==> config.mk <==
export PLATFORM = sky130hd
export DESIGN_NAME = mem_arbiter
export DESIGN_NICKNAME = d
export VERILOG_FILES = /design/src/rtl/mem_arbiter.sv
export SDC_FILE = /design/constraint.sdc
export NUM_CORES = 1
export LEC_CHECK = 0
export ABC_AREA = 1
export BUFFER_PORTS_ARGS = -buffer_cell sky130_fd_sc_hd__buf_2
export CORE_MARGIN = 4
export CORE_UTILIZATION = 30
export DETAILED_ROUTE_END_ITERATION = 10
export PLACE_DENSITY = 0.6
export SYNTH_ARGS = -nofsm -noshare
export SYNTH_HDL_FRONTEND = slang
export SYNTH_SLANG_ARGS = --single-unit
==> constraint.sdc <==
create_clock -name clk -period 2.1 [get_ports clk]
set_clock_uncertainty 0.1 [all_clocks]
set_input_delay 0.105 -clock clk [delete_from_list [all_inputs] [get_ports clk]]
set_output_delay 0.105 -clock clk [all_outputs]
set_load 0.005 [all_outputs]
==> src/rtl/mem_arbiter.sv <==
// mem_arbiter: shares one byte-serial memory controller between an instruction-fetch port (IF)
// and a load/store port (MEM). One transaction is in flight at a time.
//
// Ports
//   clk, rst            clock (rising edge), asynchronous active-low reset
//   rdy                 global enable; low freezes all state and outputs
//   if_req_i/if_addr_i  word fetch request, held until if_ack_o
//   if_flush_i          discard the outstanding fetch (or block an IF grant in IDLE)
//   if_ack_o/if_data_o  one-cycle fetch completion and fetched word
//   mem_re_i/mem_we_i   load/store size (00 none, 01 byte, 10 half, 11 word), held until mem_ack_o
//   mem_rsign_i, mem_addr_i, mem_wdata_i   load sign-extend flag, address, store data
//   mem_ack_o/mem_rdata_o                  one-cycle load/store completion and load data
//   mc_*_o              command to the controller, valid for the single ISSUE cycle
//   mc_busy_i, mc_done_i, mc_data_i        controller status and read data
//
// Optional feature: define ARB_FAIRNESS_EN to let IF win after STARVE_LIMIT consecutive MEM
// grants taken while IF was waiting. Without it MEM always has priority.
module mem_arbiter #(
  parameter int unsigned STARVE_LIMIT = 4
) (
  input  logic        clk,
  input  logic        rst,
  input  logic        rdy,
  input  logic        if_req_i,
  input  logic [31:0] if_addr_i,
  input  logic        if_flush_i,
  output logic        if_ack_o,
  output logic [31:0] if_data_o,
  input  logic [1:0]  mem_re_i,
  input  logic [1:0]  mem_we_i,
  input  logic        mem_rsign_i,
  input  logic [31:0] mem_addr_i,
  input  logic [31:0] mem_wdata_i,
  output logic        mem_ack_o,
  output logic [31:0] mem_rdata_o,
  output logic [1:0]  mc_re_o,
  output logic [1:0]  mc_we_o,
  output logic        mc_rsign_o,
  output logic [31:0] mc_addr_o,
  output logic [31:0] mc_wdata_o,
  input  logic        mc_busy_i,
  input  logic        mc_done_i,
  input  logic [31:0] mc_data_i
);

  if (STARVE_LIMIT == 0) begin : g_bad_limit
    $error("STARVE_LIMIT must be nonzero");
  end

  typedef enum logic [1:0] {StIdle, StIssue, StWait} state_e;

  state_e      state_q, state_d;
  logic        owner_mem_q, owner_mem_d;  // 1: load/store owns the transaction, 0: fetch
  logic        is_store_q, is_store_d;
  logic        dropped_q, dropped_d;      // fetch flushed while in flight
  logic        if_ack_q, if_ack_d;
  logic [31:0] if_data_q, if_data_d;
  logic        mem_ack_q, mem_ack_d;
  logic [31:0] mem_rdata_q, mem_rdata_d;
  logic [1:0]  mc_re_q, mc_re_d;
  logic [1:0]  mc_we_q, mc_we_d;
  logic        mc_rsign_q, mc_rsign_d;
  logic [31:0] mc_addr_q, mc_addr_d;
  logic [31:0] mc_wdata_q, mc_wdata_d;

  logic mem_pending, if_pending, force_if;

`ifdef ARB_FAIRNESS_EN
  localparam int unsigned CntW = $clog2(STARVE_LIMIT + 1);
  logic [CntW-1:0] starve_q, starve_d;
`endif

  always_comb begin
    state_d     = state_q;
    owner_mem_d = owner_mem_q;
    is_store_d  = is_store_q;
    dropped_d   = dropped_q;
    if_ack_d    = if_ack_q;
    if_data_d   = if_data_q;
    mem_ack_d   = mem_ack_q;
    mem_rdata_d = mem_rdata_q;
    mc_re_d     = mc_re_q;
    mc_we_d     = mc_we_q;
    mc_rsign_d  = mc_rsign_q;
    mc_addr_d   = mc_addr_q;
    mc_wdata_d  = mc_wdata_q;

    mem_pending = (mem_re_i != 2'b00) || (mem_we_i != 2'b00);
    if_pending  = if_req_i && !if_flush_i;
`ifdef ARB_FAIRNESS_EN
    starve_d = starve_q;
    force_if = if_pending && (starve_q >= CntW'(STARVE_LIMIT));
`else
    force_if = 1'b0;
`endif

    if (rdy) begin
      if_ack_d  = 1'b0;
      mem_ack_d = 1'b0;
`ifdef ARB_FAIRNESS_EN
      if (!if_req_i) starve_d = '0;
`endif
      case (state_q)
        StIdle: begin
          // No grant in the ack cycle: the finished requester still holds its request and the
          // controller needs a cycle to drop done.
          if (!mc_busy_i && !if_ack_q && !mem_ack_q) begin
            if (mem_pending && !force_if) begin
              state_d     = StIssue;
              owner_mem_d = 1'b1;
              is_store_d  = (mem_we_i != 2'b00);
              dropped_d   = 1'b0;
              mc_we_d     = mem_we_i;
              mc_re_d     = (mem_we_i != 2'b00) ? 2'b00 : mem_re_i;
              mc_rsign_d  = mem_rsign_i;
              mc_addr_d   = mem_addr_i;
              mc_wdata_d  = mem_wdata_i;
`ifdef ARB_FAIRNESS_EN
              if (if_req_i && (starve_q < CntW'(STARVE_LIMIT))) starve_d = starve_q + CntW'(1);
`endif
            end else if (if_pending) begin
              state_d     = StIssue;
              owner_mem_d = 1'b0;
              is_store_d  = 1'b0;
              dropped_d   = 1'b0;
              mc_we_d     = 2'b00;
              mc_re_d     = 2'b11;
              mc_rsign_d  = 1'b0;
              mc_addr_d   = if_addr_i;
              mc_wdata_d  = 32'h0;
`ifdef ARB_FAIRNESS_EN
              starve_d = '0;
`endif
            end
          end
        end
        StIssue: begin
          state_d = StWait;
          mc_re_d = 2'b00;
          mc_we_d = 2'b00;
          if (!owner_mem_q && if_flush_i) dropped_d = 1'b1;
        end
        StWait: begin
          if (!owner_mem_q && if_flush_i) dropped_d = 1'b1;
          if (mc_done_i) begin
            state_d = StIdle;
            if (owner_mem_q) begin
              mem_ack_d = 1'b1;
              if (!is_store_q) mem_rdata_d = mc_data_i;
            end else if (!dropped_q && !if_flush_i) begin
              if_ack_d  = 1'b1;
              if_data_d = mc_data_i;
            end
          end
        end
        default: state_d = StIdle;
      endcase
    end
  end

  always_ff @(posedge clk or negedge rst) begin
    if (!rst) begin
      state_q     <= StIdle;
      owner_mem_q <= 1'b0;
      is_store_q  <= 1'b0;
      dropped_q   <= 1'b0;
      if_ack_q    <= 1'b0;
      if_data_q   <= 32'h0;
      mem_ack_q   <= 1'b0;
      mem_rdata_q <= 32'h0;
      mc_re_q     <= 2'b00;
      mc_we_q     <= 2'b00;
      mc_rsign_q  <= 1'b0;
      mc_addr_q   <= 32'h0;
      mc_wdata_q  <= 32'h0;
`ifdef ARB_FAIRNESS_EN
      starve_q    <= '0;
`endif
    end else begin
      state_q     <= state_d;
      owner_mem_q <= owner_mem_d;
      is_store_q  <= is_store_d;
      dropped_q   <= dropped_d;
      if_ack_q    <= if_ack_d;
      if_data_q   <= if_data_d;
      mem_ack_q   <= mem_ack_d;
      mem_rdata_q <= mem_rdata_d;
      mc_re_q     <= mc_re_d;
      mc_we_q     <= mc_we_d;
      mc_rsign_q  <= mc_rsign_d;
      mc_addr_q   <= mc_addr_d;
      mc_wdata_q  <= mc_wdata_d;
`ifdef ARB_FAIRNESS_EN
      starve_q    <= starve_d;
`endif
    end
  end

  assign if_ack_o    = if_ack_q;
  assign if_data_o   = if_data_q;
  assign mem_ack_o   = mem_ack_q;
  assign mem_rdata_o = mem_rdata_q;
  assign mc_re_o     = mc_re_q;
  assign mc_we_o     = mc_we_q;
  assign mc_rsign_o  = mc_rsign_q;
  assign mc_addr_o   = mc_addr_q;
  assign mc_wdata_o  = mc_wdata_q;

endmodule

==> impl_metrics.env <==
export IMPL_port_buffers=274
export IMPL_cp_end_kind="register"
export IMPL_ir_worst_vdd_mv=0.470
export IMPL_core_um2=19500
export IMPL_hold_viol_final=0
export IMPL_path_max_fanout=33
export IMPL_cts_root_buf="clkbuf_16"
export IMPL_dieArea_um2=22300
export IMPL_r2r_setup_slack_ns=0.39
export IMPL_intPower_mw=7.08
export IMPL_clock_sinks=140
export IMPL_slew_violations=0
export IMPL_critPathMostFrequentCell="nand2_1"
export IMPL_cp_slowest_cell="dlygate4sd3_1"
export IMPL_grt_max_degree=66
export IMPL_area_growth_pct=60.7
export IMPL_min_period_ns=1.99
export IMPL_fin_crit_sh=0.948
export IMPL_hp_start="if_addr_i[6]"
export IMPL_drc=0
export IMPL_synth_edff_count=0
export IMPL_hold_class="primary input to register"
export IMPL_yosysWarnings=0
export IMPL_p_per_area_nw_per_um2=1080
export IMPL_power_switching_share=0.320
export IMPL_switchingPower_mw=3.33
export IMPL_setup_tns_ns=0
export IMPL_die_w_um=149
export IMPL_slew_headroom=0.722
export IMPL_min_to="mc_addr_o[6]"
export IMPL_timing_fmax_mhz=502
export IMPL_track_usage=0.172
export IMPL_r2r_start="state_q[1]"
export IMPL_startpoint="mem_we_i[0]"
export IMPL_synth_top_area_share=0.585
export IMPL_synthTopCellsByArea="dfrtp_1 59%, nand2_1 20%, nand3_1 5.9%"
export IMPL_routed_via_density=4.43
export IMPL_yosysSeqAreaShare=0.585
export IMPL_overflow=0
export IMPL_syn_area_um2=5990
export IMPL_num_io_pins=275
export IMPL_ff2ff_path_depth=9
export IMPL_instances_no_fill=1394
export IMPL_antenna_cells=0
export IMPL_nets=1260
export IMPL_dpl_cell_count=1228
export IMPL_clk_latency_ns=0.41
export IMPL_postRouteAntennaNets=0
export IMPL_wl_per_cell_um=13.7
export IMPL_die_y_um=149
export IMPL_drt_iter0_markers=202
export IMPL_final_cell_mix="317 x nand2_1, 273 x buf_2, 140 x dfrtp_1"
export IMPL_p_leak_nw=5.39
export IMPL_layout_cells_most_common="nand2_1"
export IMPL_hold_path_depth=5
export IMPL_cts_setup_buffers=0
export IMPL_crit_required_ns=2.36
export IMPL_cts_tree="built"
export IMPL_clockBufferDepth=2
export IMPL_critical_path_max_stage_delay_ns=0.54
export IMPL_critPathKind="primary input to register"
export IMPL_tightest_slew_ns=0.417
export IMPL_crit_family="buffers and inverters"
export IMPL_start_util=0.307
export IMPL_rows=51
export IMPL_cts_resized_gates=0
export IMPL_outcome="complete, no violations"
export IMPL_max_cap_violations=0
export IMPL_grt_pass1_vias=6240
export IMPL_path_clk_slew_ns=0.07
export IMPL_cp_cell_sequence="dlygate4sd3_1 > buf_2 > nor2_4 > buf_4 > nand3_1 > nand2_1 > dlygate4sd3_1 > nand2_1 > nand2_1"
export IMPL_dp_hpwl_mm=12.7
export IMPL_critPathArrivalTime_ns=2.25
export IMPL_ys_ff_latch=140
export IMPL_power_frac_seq=0.405
export IMPL_cts_hold_buf=134
export IMPL_r2r_end="mc_addr_o[9]"
export IMPL_worstSetupStartpointType="primary input"
export IMPL_syn_nets=857
export IMPL_p_clk_frac=0.298
export IMPL_avgSynthCellArea_um2=8.40
export IMPL_yosysTopAreaCell="dfrtp_1"
export IMPL_drt_total_wl_mm=19.1
export IMPL_vias=6170
export IMPL_setup_viol=0
export IMPL_synth_distinct_cells=21
export IMPL_rsz0062_at_grt="false"
export IMPL_htreeDepth=4
export IMPL_drt_pass1_iterations=5
export IMPL_crit_buf_inv=4
export IMPL_cts_buffers=17
export IMPL_drive_above_1_share=0.292
export IMPL_gp_congestion=0.816
export IMPL_antenna_found_initial=3
export IMPL_syn_inst=713
export IMPL_async_reset_ff_frac=1.00
export IMPL_power_frac_comb=0.298
export IMPL_grt_pass1_wl_mm=30.7
export IMPL_synth_ff_type="dfrtp_1"
[final cells by class]
class	count	area, um^2
repair buffers	423	2890
clock inverters	12	161
flip-flops and latches	140	3500
fillers	1814	9910
well taps	265	332
inverters	48	180
multi-input cells	486	2100
clock buffers	20	447
[synthesized netlist by cell type, types with 4 or more instances]
cell type / instances
buf_2: 8
buf_4: 4
buf_6: 4
clkbuf_1: 22
dfrtp_1: 140
ha_1: 4
inv_1: 45
nand2_1: 318
nand3_1: 71
nand4_1: 7
nor2_1: 11
o21ai_0: 13
o21ai_1: 53
[sequential cells by signal, summed over array words and instances, names as in the netlist, 2 cells and up]
register     count
mc_we_o          2
mc_wdata_o      32
state_q          2
mc_re_o          2
mc_addr_o       32
if_data_o       32
mem_rdata_o     32
[power by group through the flow]
stage          logic [mW]  clock network, mW  registers [mW]
2_1_floorplan        1.28                  0            4.30
3_3_place_gp         2.87                  0            4.23
3_5_place_dp         2.93                  0            4.22
4_1_cts              3.13               3.19            4.21
5_1_grt              3.56               3.31            4.35
6_report             3.10               3.10            4.21
[through the flow]
step                total power, mW  utilization  hold slack [ns]  cell area, um^2  worst slack [ns]
floorplan                      5.59            -           -0.291             5990             0.453
global placement               7.10        0.393          -0.0430             7670             0.452
detailed placement             7.16        0.393          -0.0436             7670             0.396
CTS                            10.5        0.493          0.00246             9620             0.149
global route                   11.2        0.493           0.0483             9620            0.0408
finish                         10.4        0.493           0.0371             9620             0.110
[cell families after synthesis]
family / count (synthesis) / synth area share
and+or+nand+nor: 414 / 0.285
buffers and inverters: 87 / 0.0639
AOI/OAI and AO/OA: 68 / 0.0571
DFF: 140 / 0.585
adders and majority gates: 4 / 0.00836
[how the worst max path moves through the flow]
stage                     endpoint  slack, ns  cells after the start
global placement     mc_addr_o[31]       0.45                      9
finish                mc_addr_o[3]       0.11                      9
global route          mc_addr_o[7]       0.04                     10
detailed placement   mc_wdata_o[8]       0.40                      7
CTS                   mc_addr_o[3]       0.15                      9
floorplan           mc_wdata_o[10]       0.45                      9
[tightest hold or removal path, stage by stage]
cell and delay [ns]:
buf_2 0.10, nand3_1 0.11, nand2_1 0.10, nand2_1 0.06
nand2_1 0.05
[metal layers]
layer,GRT usage,wire length [um],share of wire,vias to the layer above
met5,0,41,0.0021,-
met4,0.0705,435,0.023,6
met3,0.0641,1840,0.096,40
met2,0.284,8890,0.46,255
met1,0.202,7940,0.41,2813
li1,-,-,-,3056
Power figures use the tool's default switching activity.
